File: config.mk
export PLATFORM = sky130hd
export DESIGN_NAME = serial_subtractor_flat
export DESIGN_NICKNAME = d
export VERILOG_FILES = /design/src/rtl/serial_subtractor_if.sv /design/src/rtl/serial_subtractor.sv /design/src/flat_wrapper.sv
export SDC_FILE = /design/constraint.sdc
export NUM_CORES = 1
export LEC_CHECK = 0
export BUFFER_PORTS_ARGS = -buffer_cell sky130_fd_sc_hd__buf_2
export CORE_UTILIZATION = 52
export DETAILED_ROUTE_END_ITERATION = 7
export GPL_TIMING_DRIVEN = 0
export PLACE_DENSITY = 0.82
export SYNTH_ARGS = -nofsm -noshare
export SYNTH_HDL_FRONTEND = slang
export SYNTH_SLANG_ARGS = --single-unit
File: constraint.sdc
create_clock -name clk -period 1.8 [get_ports clk]
set_clock_uncertainty 0.2 [all_clocks]
set_input_delay 0.36 -clock clk [delete_from_list [all_inputs] [get_ports clk]]
set_output_delay 0.36 -clock clk [all_outputs]
set_load 0.02 [all_outputs]
File: src/rtl/serial_subtractor_if.sv
// Start/done handshake and operand/result bus for the bit-serial subtractor.
// The ovf signal exists only when SERIAL_SUB_OVF_EN is defined.
interface serial_subtractor_if #(
    parameter int WIDTH = 4
);
    logic             start;
    logic [WIDTH-1:0] a;
    logic [WIDTH-1:0] b;
    logic             bin;
    logic             ready;
    logic             busy;
    logic [WIDTH-1:0] diff;
    logic             bout;
    logic             done;
`ifdef SERIAL_SUB_OVF_EN
    logic             ovf;
`endif

    // Sequencing controller side
    modport master (
        output start, a, b, bin,
`ifdef SERIAL_SUB_OVF_EN
        input  ovf,
`endif
        input  ready, busy, diff, bout, done
    );

    // Subtractor side
    modport slave (
        input  start, a, b, bin,
`ifdef SERIAL_SUB_OVF_EN
        output ovf,
`endif
        output ready, busy, diff, bout, done
    );
endinterface

File: src/rtl/serial_subtractor.sv
// Bit-serial WIDTH-bit subtractor: diff = a - b - bin, one bit per clock, LSB
// first, through a single full-subtractor cell. Optional signed-overflow
// output is enabled by defining SERIAL_SUB_OVF_EN.
module serial_subtractor #(
    parameter int WIDTH = 4
) (
    input  logic                 clk,
    input  logic                 rst_n,
    serial_subtractor_if.slave   bus
);
    localparam int CNT_W = (WIDTH > 2) ? $clog2(WIDTH) : 1;
    localparam logic [CNT_W-1:0] LAST = CNT_W'(WIDTH - 1);

    typedef enum logic [1:0] {IDLE, SHIFT, DONE} state_t;

    state_t           state_q, state_d;
    logic [WIDTH-1:0] a_sh_q, a_sh_d;
    logic [WIDTH-1:0] b_sh_q, b_sh_d;
    logic [WIDTH-1:0] res_q, res_d;
    logic             br_q, br_d;
    logic [CNT_W-1:0] cnt_q, cnt_d;
    logic [WIDTH-1:0] diff_q, diff_d;
    logic             bout_q, bout_d;
`ifdef SERIAL_SUB_OVF_EN
    logic             ovf_q, ovf_d;
`endif

    // Full-subtractor cell on the current operand LSBs
    logic a0, b0, d_bit, br_next;
    assign a0      = a_sh_q[0];
    assign b0      = b_sh_q[0];
    assign d_bit   = a0 ^ b0 ^ br_q;
    assign br_next = (~a0 & b0) | (~(a0 ^ b0) & br_q);

    // Next-state, datapath shifting and result capture
    always_comb begin
        state_d = state_q;
        a_sh_d  = a_sh_q;
        b_sh_d  = b_sh_q;
        res_d   = res_q;
        br_d    = br_q;
        cnt_d   = cnt_q;
        diff_d  = diff_q;
        bout_d  = bout_q;
`ifdef SERIAL_SUB_OVF_EN
        ovf_d   = ovf_q;
`endif
        case (state_q)
            // DONE also accepts a start so operations can run back-to-back
            IDLE, DONE: begin
                state_d = IDLE;
                if (bus.start) begin
                    a_sh_d  = bus.a;
                    b_sh_d  = bus.b;
                    br_d    = bus.bin;
                    res_d   = '0;
                    cnt_d   = '0;
                    state_d = SHIFT;
                end
            end
            SHIFT: begin
                res_d  = {d_bit, res_q[WIDTH-1:1]};
                a_sh_d = a_sh_q >> 1;
                b_sh_d = b_sh_q >> 1;
                br_d   = br_next;
                cnt_d  = cnt_q + CNT_W'(1);
                if (cnt_q == LAST) begin
                    diff_d  = {d_bit, res_q[WIDTH-1:1]};
                    bout_d  = br_next;
`ifdef SERIAL_SUB_OVF_EN
                    // Borrow into MSB vs borrow out of MSB
                    ovf_d   = br_q ^ br_next;
`endif
                    cnt_d   = '0;
                    state_d = DONE;
                end
            end
            default: state_d = IDLE;
        endcase
    end

    // State and datapath registers, async active-low reset
    always_ff @(posedge clk or negedge rst_n) begin
        if (!rst_n) begin
            state_q <= IDLE;
            a_sh_q  <= '0;
            b_sh_q  <= '0;
            res_q   <= '0;
            br_q    <= 1'b0;
            cnt_q   <= '0;
            diff_q  <= '0;
            bout_q  <= 1'b0;
`ifdef SERIAL_SUB_OVF_EN
            ovf_q   <= 1'b0;
`endif
        end else begin
            state_q <= state_d;
            a_sh_q  <= a_sh_d;
            b_sh_q  <= b_sh_d;
            res_q   <= res_d;
            br_q    <= br_d;
            cnt_q   <= cnt_d;
            diff_q  <= diff_d;
            bout_q  <= bout_d;
`ifdef SERIAL_SUB_OVF_EN
            ovf_q   <= ovf_d;
`endif
        end
    end

    assign bus.ready = (state_q != SHIFT);
    assign bus.busy  = (state_q == SHIFT);
    assign bus.done  = (state_q == DONE);
    assign bus.diff  = diff_q;
    assign bus.bout  = bout_q;
`ifdef SERIAL_SUB_OVF_EN
    assign bus.ovf   = ovf_q;
`endif
endmodule

File: src/flat_wrapper.sv
// flat-port wrapper written by rule: the top's interface ports become plain ports
module serial_subtractor_flat 
#(
    parameter int WIDTH = 4
)
  (clk, rst_n, bus_start, bus_a, bus_b, bus_bin, bus_ready, bus_busy, bus_diff, bus_bout, bus_done);
  serial_subtractor_if #(.WIDTH(WIDTH)) bus_i ();
  input  logic clk;
  input  logic rst_n;
  input wire logic [$bits(bus_i.start)-1:0] bus_start;
  input wire logic [$bits(bus_i.a)-1:0] bus_a;
  input wire logic [$bits(bus_i.b)-1:0] bus_b;
  input wire logic [$bits(bus_i.bin)-1:0] bus_bin;
  output wire logic [$bits(bus_i.ready)-1:0] bus_ready;
  output wire logic [$bits(bus_i.busy)-1:0] bus_busy;
  output wire logic [$bits(bus_i.diff)-1:0] bus_diff;
  output wire logic [$bits(bus_i.bout)-1:0] bus_bout;
  output wire logic [$bits(bus_i.done)-1:0] bus_done;
  assign bus_i.start = bus_start;
  assign bus_i.a = bus_a;
  assign bus_i.b = bus_b;
  assign bus_i.bin = bus_bin;
  assign bus_ready = bus_i.ready;
  assign bus_busy = bus_i.busy;
  assign bus_diff = bus_i.diff;
  assign bus_bout = bus_i.bout;
  assign bus_done = bus_i.done;
  serial_subtractor #(.WIDTH(WIDTH)) u_core (.clk(clk), .rst_n(rst_n), .bus(bus_i));
endmodule
==> metrics.yaml, run 1 <==
status: "finished clean"
route.vias.total: 713
endpoint_class_of_the_critical_path: "output port"
path_class: "reg -> out"
reg2reg_slack_ns: 0.22
syn-num-nets: 94
clkSinkCount: 21
detail-route-antenna-nets: 0
layout_commonest_cell: "dfrtp_1"
timing_max_transition_violations_final: 0
antenna_found_initial: 0
path_buf_inv: 2
drive_gt1_frac: 0.400
power_density_nw_per_um2: 1890
globalRouteOverflowTotal: 0
cts_tree: "built"
yosys_register_bits: 21
clk_pin_slew_ns: 0.11
largest_driver_fanout_on_the_critical_path: 10
count_of_buffers_inserted_at_the_top_level_ports: 19
cell_family_with_most_cp_delay: "flip-flops"
place.gp.congestion: 0.785
unique_cell_type_count_in_the_yosys_netlist: 25
grt_pass1_vias: 732
grt_pass1_wl_um: 3030
routed_via_density: 5.28
slew_headroom: 0.689
floorplan.die_area_sq_um: 2060
synth_area_per_cell_sq_um: 12.3
period_minus_slack_ns: 1.71
hold_viol: 0
critical_path.cell_chain: "buf_6 -> nor2b_1 -> buf_4"
startpoint_type: "register"
std_cell_rows: 15
synth.yosys.warnings: 0
detail_route.iter0.violations: 14
hold_crit_path_type: "in -> reg"
die_outline_height_um: 45.4
cts_buffers: 3
clock.fmax_ghz: 0.583
critical_path.max_stage_delay_ns: 0.46
final_cell_mix: "dfrtp_1, buf_2, buf_4"
synthesis.instances: 80
detailed_place_hpwl_um: 1300
insertion_delay_ns: 0.29
final.setup.tns_ns: 0
antennaDiodeCount: 0
critical_path_arrival_ns: 1.15
drt_first_pass_iters: 4
synth_top_cells_by_area: "dfrtp_1, mux2_2, a22o_1"
synth.largest_area_cell: "dfrtp_1"
post_synth_instance_area_sq_um: 981
start_util: 0.562
synth_top_cell_area_share: 0.536
finalCritPeriodShare: 0.953
grt_max_degree: 22
rsz0062_at_grt: "no"
critical_path.slowest_cell: "dfrtp_2"
drcViolationCount: 0
seq_area_frac_synth: 0.536
core-area_sq_um: 1750
worst-slew-pin-transition_ns: 0.466
cts.root.buffer_cell: "clkbuf_4"
ir_worst_vdd_uv: 1180
htreeDepth: 1
wire_per_inst_um: 13.5
cap_violations: 0
i_o_pins: 20
crit_required_ns: 1.24
leakage_power_summed_over_all_cells_nw: 0.601
timing.final.setup_violations: 0
final_util: 0.699
globalRouteTotalUtil: 0.206
finish.net_count: 125
wl_um: 1820
die_x_um: 45.4
area.growth.synth_to_final_pct: 24.4
cts-root-to-sink-buffers: 2
==> synthesized netlist by cell type <==
library cell	number
dfrtp_1	21
a22o_1	7
mux2_2	7
nor2_1	5
nor3_1	5
nor2b_1	4
o22ai_1	4
a211oi_1	3
a21oi_1	3
inv_1	3
buf_6	2
mux2i_1	2
o21ai_0	2
a21o_1	1
and2b_1	1
buf_2	1
clkbuf_4	1
fa_1	1
ha_1	1
inv_8	1
nand2_1	1
nand2b_1	1
nand3b_4	1
nor2_4	1
or2b_1	1
==> final cells by class <==
type	count	area (sq um)
Sequential cell	21	527
Inverter	4	22.5
Timing Repair Buffer	28	189
Multi-Input combinational cell	51	405
Tap cell	25	31.3
Fill cell	129	526
Buffer	2	18.8
Clock buffer	4	26.3
==> routing by layer <==
metal  track usage  part of all wire
met2         0.363              0.52
met4        0.0545            0.0044
met3        0.0357             0.032
met5             0                 0
met1         0.259              0.44
==> final timing paths <==
path / from / endpoint / cells after the start
min in group asynchronous: rst_n / u_core.bus.diff[2]$_DFFE_PN0P_ / 2
worst max register to register: u_core.b_sh_q[0]$_DFFE_PN0P_ / u_core.br_q$_DFFE_PN0P_ / 4
worst min register to register: u_core.bus.bout$_DFFE_PN0P_ / u_core.bus.bout$_DFFE_PN0P_ / 2
worst min-delay path: bus_a[3] / u_core.a_sh_q[3]$_DFFE_PN0P_ / 2
worst max-delay path: u_core.state_q[0]$_DFFE_PN0P_ / bus_done / 3
max in group asynchronous: rst_n / u_core.state_q[0]$_DFFE_PN0P_ / 2
==> logic make-up after synthesis <==
group,synth area share
buf+inv,0.0587
mux,0.101
fa+ha+maj,0.0332
simple gates,0.128
flops,0.536
compound gates,0.144
==> registers in the layout, indices dropped and copies added, names as in the netlist <==
signal and cells:
u_core.bus.bout 1, u_core.b_sh_q 4, u_core.bus.diff 4, u_core.state_q 2, u_core.res_q 3, u_core.br_q 1, u_core.a_sh_q 4, u_core.cnt_q 2
==> power breakdown <==
part	internal, mW	switching, mW
registers	0.695	0.149
logic	0.648	0.593
clock network	0.0861	0.135
==> metrics by stage <==
step | worst slack [ns] | hold slack (ns) | total power [mW] | cells | cell area, sq um
CTS | 0.0111 | 0.0800 | 2.27 | 136 | 1200
floorplan | 0.312 | -0.136 | 1.63 | 80 | 981
finish | 0.0851 | 0.0821 | 2.31 | 135 | 1220
global route | 0.0273 | 0.0804 | 2.48 | 135 | 1220
detailed placement | 0.224 | 0.136 | 1.92 | 124 | 1110
global placement | 0.229 | 0.129 | 1.85 | 124 | 1110
==> what timing repair did <==
item / in CTS / in global routing
buffers inserted: 7 / 1
endpoints found under the hold margin: 21 / 0
setup endpoints to repair: 3 / 3
gates resized for setup: 3 / 6
pin swaps: 0 / 0
hold buffers: 1 / 0
Note: power is estimated with default switching activity, not from simulation.
==> run 2, diff against run 1 <==
Settings changed: CORE_UTILIZATION 52 to 56, PLACE_DENSITY 0.82 to 0.87.
Clock period 1.8 ns to 2 ns, I/O delays scaled along.
==> run 2 against run 1 <==
Effect of this change:
- non-clock buffer count is 6 lower
- die area is 6.8% lower
- hold slack better by 0.037 ns
- global-route usage decreased by 0.75 points
- sequential power shrank 10%
- combinational power decreased by 24%
- sequential share of layout area up 3.1 points
- core utilization grew 2.1 points
- highest routed layer is now met3
- clock power down 11%
- critical path depth rose by 2
- first-iteration DRC count increased by 14%
==> metrics.yaml, run 2 (synthesis gave the netlist of run 1 again) <==
die_x_um: 43.9
fillerInstances: 125
insertion_delay_ns: 0.29
clkSinkCount: 21
placement.cell_area_sq_um: 1100
drive_gt1_frac: 0.346
setup_slack_ns: 0.0681
clock.fmax_ghz: 0.518
count_of_buffers_inserted_at_the_top_level_ports: 19
path_class: "reg -> out"
timing_max_transition_violations_final: 0
place.gp.congestion: 0.767
finalCritPeriodShare: 0.966
startpoint_type: "register"
floorplan.die_area_sq_um: 1920
total_area_of_multi_input_combinational_cells_sq_um: 398
globalRouteTotalUtil: 0.199
slew_headroom: 0.699
route.vias.total: 690
status: "finished clean"
hold_crit_path_type: "in -> reg"
wire_per_inst_um: 13.7
cts_tree: "built"
detail_route.iter0.violations: 16
detail-route-antenna-nets: 0
layout_commonest_cell: "dfrtp_1"
i_o_pins: 20
globalRouteOverflowTotal: 0
critical_path.max_stage_delay_ns: 0.39
worst-slew-pin-transition_ns: 0.451
layout.cell_area.non_filler_sq_um: 1130
antennaDiodeCount: 0
timing.final.setup_violations: 0
htreeDepth: 1
cap_violations: 0
grt_pass1_wl_um: 2830
antenna_found_initial: 0
detailedPlace.worstSlack_ns: 0.382
critical_path_arrival_ns: 1.33
critical-path-top-cell-by-count: "buf_6"
hold_viol: 0
finish.net_count: 119
cts_buffers: 3
grt_max_degree: 22
critical_path.cell_chain: "buf_6 -> nand2b_1 -> buf_6 -> inv_8 -> buf_4"
largest_driver_fanout_on_the_critical_path: 10
power_density_nw_per_um2: 1670
start_util: 0.622
clk_pin_slew_ns: 0.11
final-seq-area_sq_um: 526
die_outline_height_um: 43.9
ir_worst_vdd_uv: 817
wl_um: 1640
endpoint_class_of_the_critical_path: "output port"
crit_required_ns: 1.40
core-area_sq_um: 1580
period_minus_slack_ns: 1.93
critical_path.slowest_cell: "dfrtp_1"
rsz0062_at_grt: "no"
drcViolationCount: 0
grt_pass1_vias: 693
final_util: 0.720
final_cell_mix: "dfrtp_1, buf_2, mux2_2, a22o_1"
final.setup.tns_ns: 0
design_power_total_mw: 1.90
area.growth.synth_to_final_pct: 15.7
detailed_place_hpwl_um: 1220
std_cell_rows: 14
leakage_power_summed_over_all_cells_nw: 0.564
cts-root-to-sink-buffers: 2
routed_via_density: 5.75
cts.root.buffer_cell: "clkbuf_4"
drt_first_pass_iters: 6
## run 2: changes by cell type in the layout (fill, tap and decap cells not counted)
| cell | change |
|---|---|
| dfrtp_2 | -1 |
| dfrtp_1 | +1 |
| buf_12 | -1 |
| nand2b_1 | +1 |
| buf_4 | -8 |
| buf_2 | +3 |
| nand2b_4 | -1 |
## run 2: final cells by class
cell class                      count  area share
Clock buffer                        4      0.0232
Tap cell                           16      0.0176
Timing Repair Buffer               20      0.0948
Multi-Input combinational cell     51       0.351
Buffer                              4      0.0309
Inverter                            4      0.0198
Sequential cell                    21       0.463
## run 2: routing by layer
layer,vias to the layer above,global-route usage,share of wire
met5,-,0,0
met4,0,0.0545,0
met3,0,0.0375,0.034
met2,17,0.346,0.51
met1,341,0.254,0.45
li1,332,-,-
## run 2: what timing repair did
| item | CTS | global route |
|---|---|---|
| endpoints found under the hold margin | 21 | 0 |
| hold buffers | 1 | 0 |
| gates resized for setup | 0 | 1 |
| setup endpoints to repair | 0 | 1 |
| setup buffers | 0 | 0 |
## run 2: worst max-delay path: cells and delay by family (launching register included)
kind | cells | cell delay, ns
DFF | 1 | 0.39
buffers and inverters | 4 | 0.49
and+or+nand+nor | 1 | 0.15
## run 2: power by group
part	switching (mW)	internal [mW]	leakage (nW)
combinational	0.487	0.459	0.290
clock	0.119	0.0776	0.0150
sequential	0.133	0.623	0.259
## run 2: metrics by stage
step / std cells / hold slack, ns
floorplan: 80 / -0.0956
global placement: 115 / 0.169
detailed placement: 115 / 0.176
CTS: 120 / 0.112
global route: 120 / 0.123
finish: 120 / 0.119
## run 2: path summary, 6_finish.rpt
path	depth (start not counted)	slack, ns	end	from
min in group asynchronous	2	0.38	u_core.a_sh_q[3]$_DFFE_PN0P_	rst_n
max	5	0.07	bus_busy	u_core.state_q[1]$_DFFE_PN0P_
max reg2reg	4	0.46	u_core.br_q$_DFFE_PN0P_	u_core.b_sh_q[0]$_DFFE_PN0P_
min	2	0.12	u_core.b_sh_q[3]$_DFFE_PN0P_	bus_b[3]
max in group asynchronous	2	0.91	u_core.br_q$_DFFE_PN0P_	rst_n
min reg2reg	2	0.31	u_core.bus.bout$_DFFE_PN0P_	u_core.bus.bout$_DFFE_PN0P_
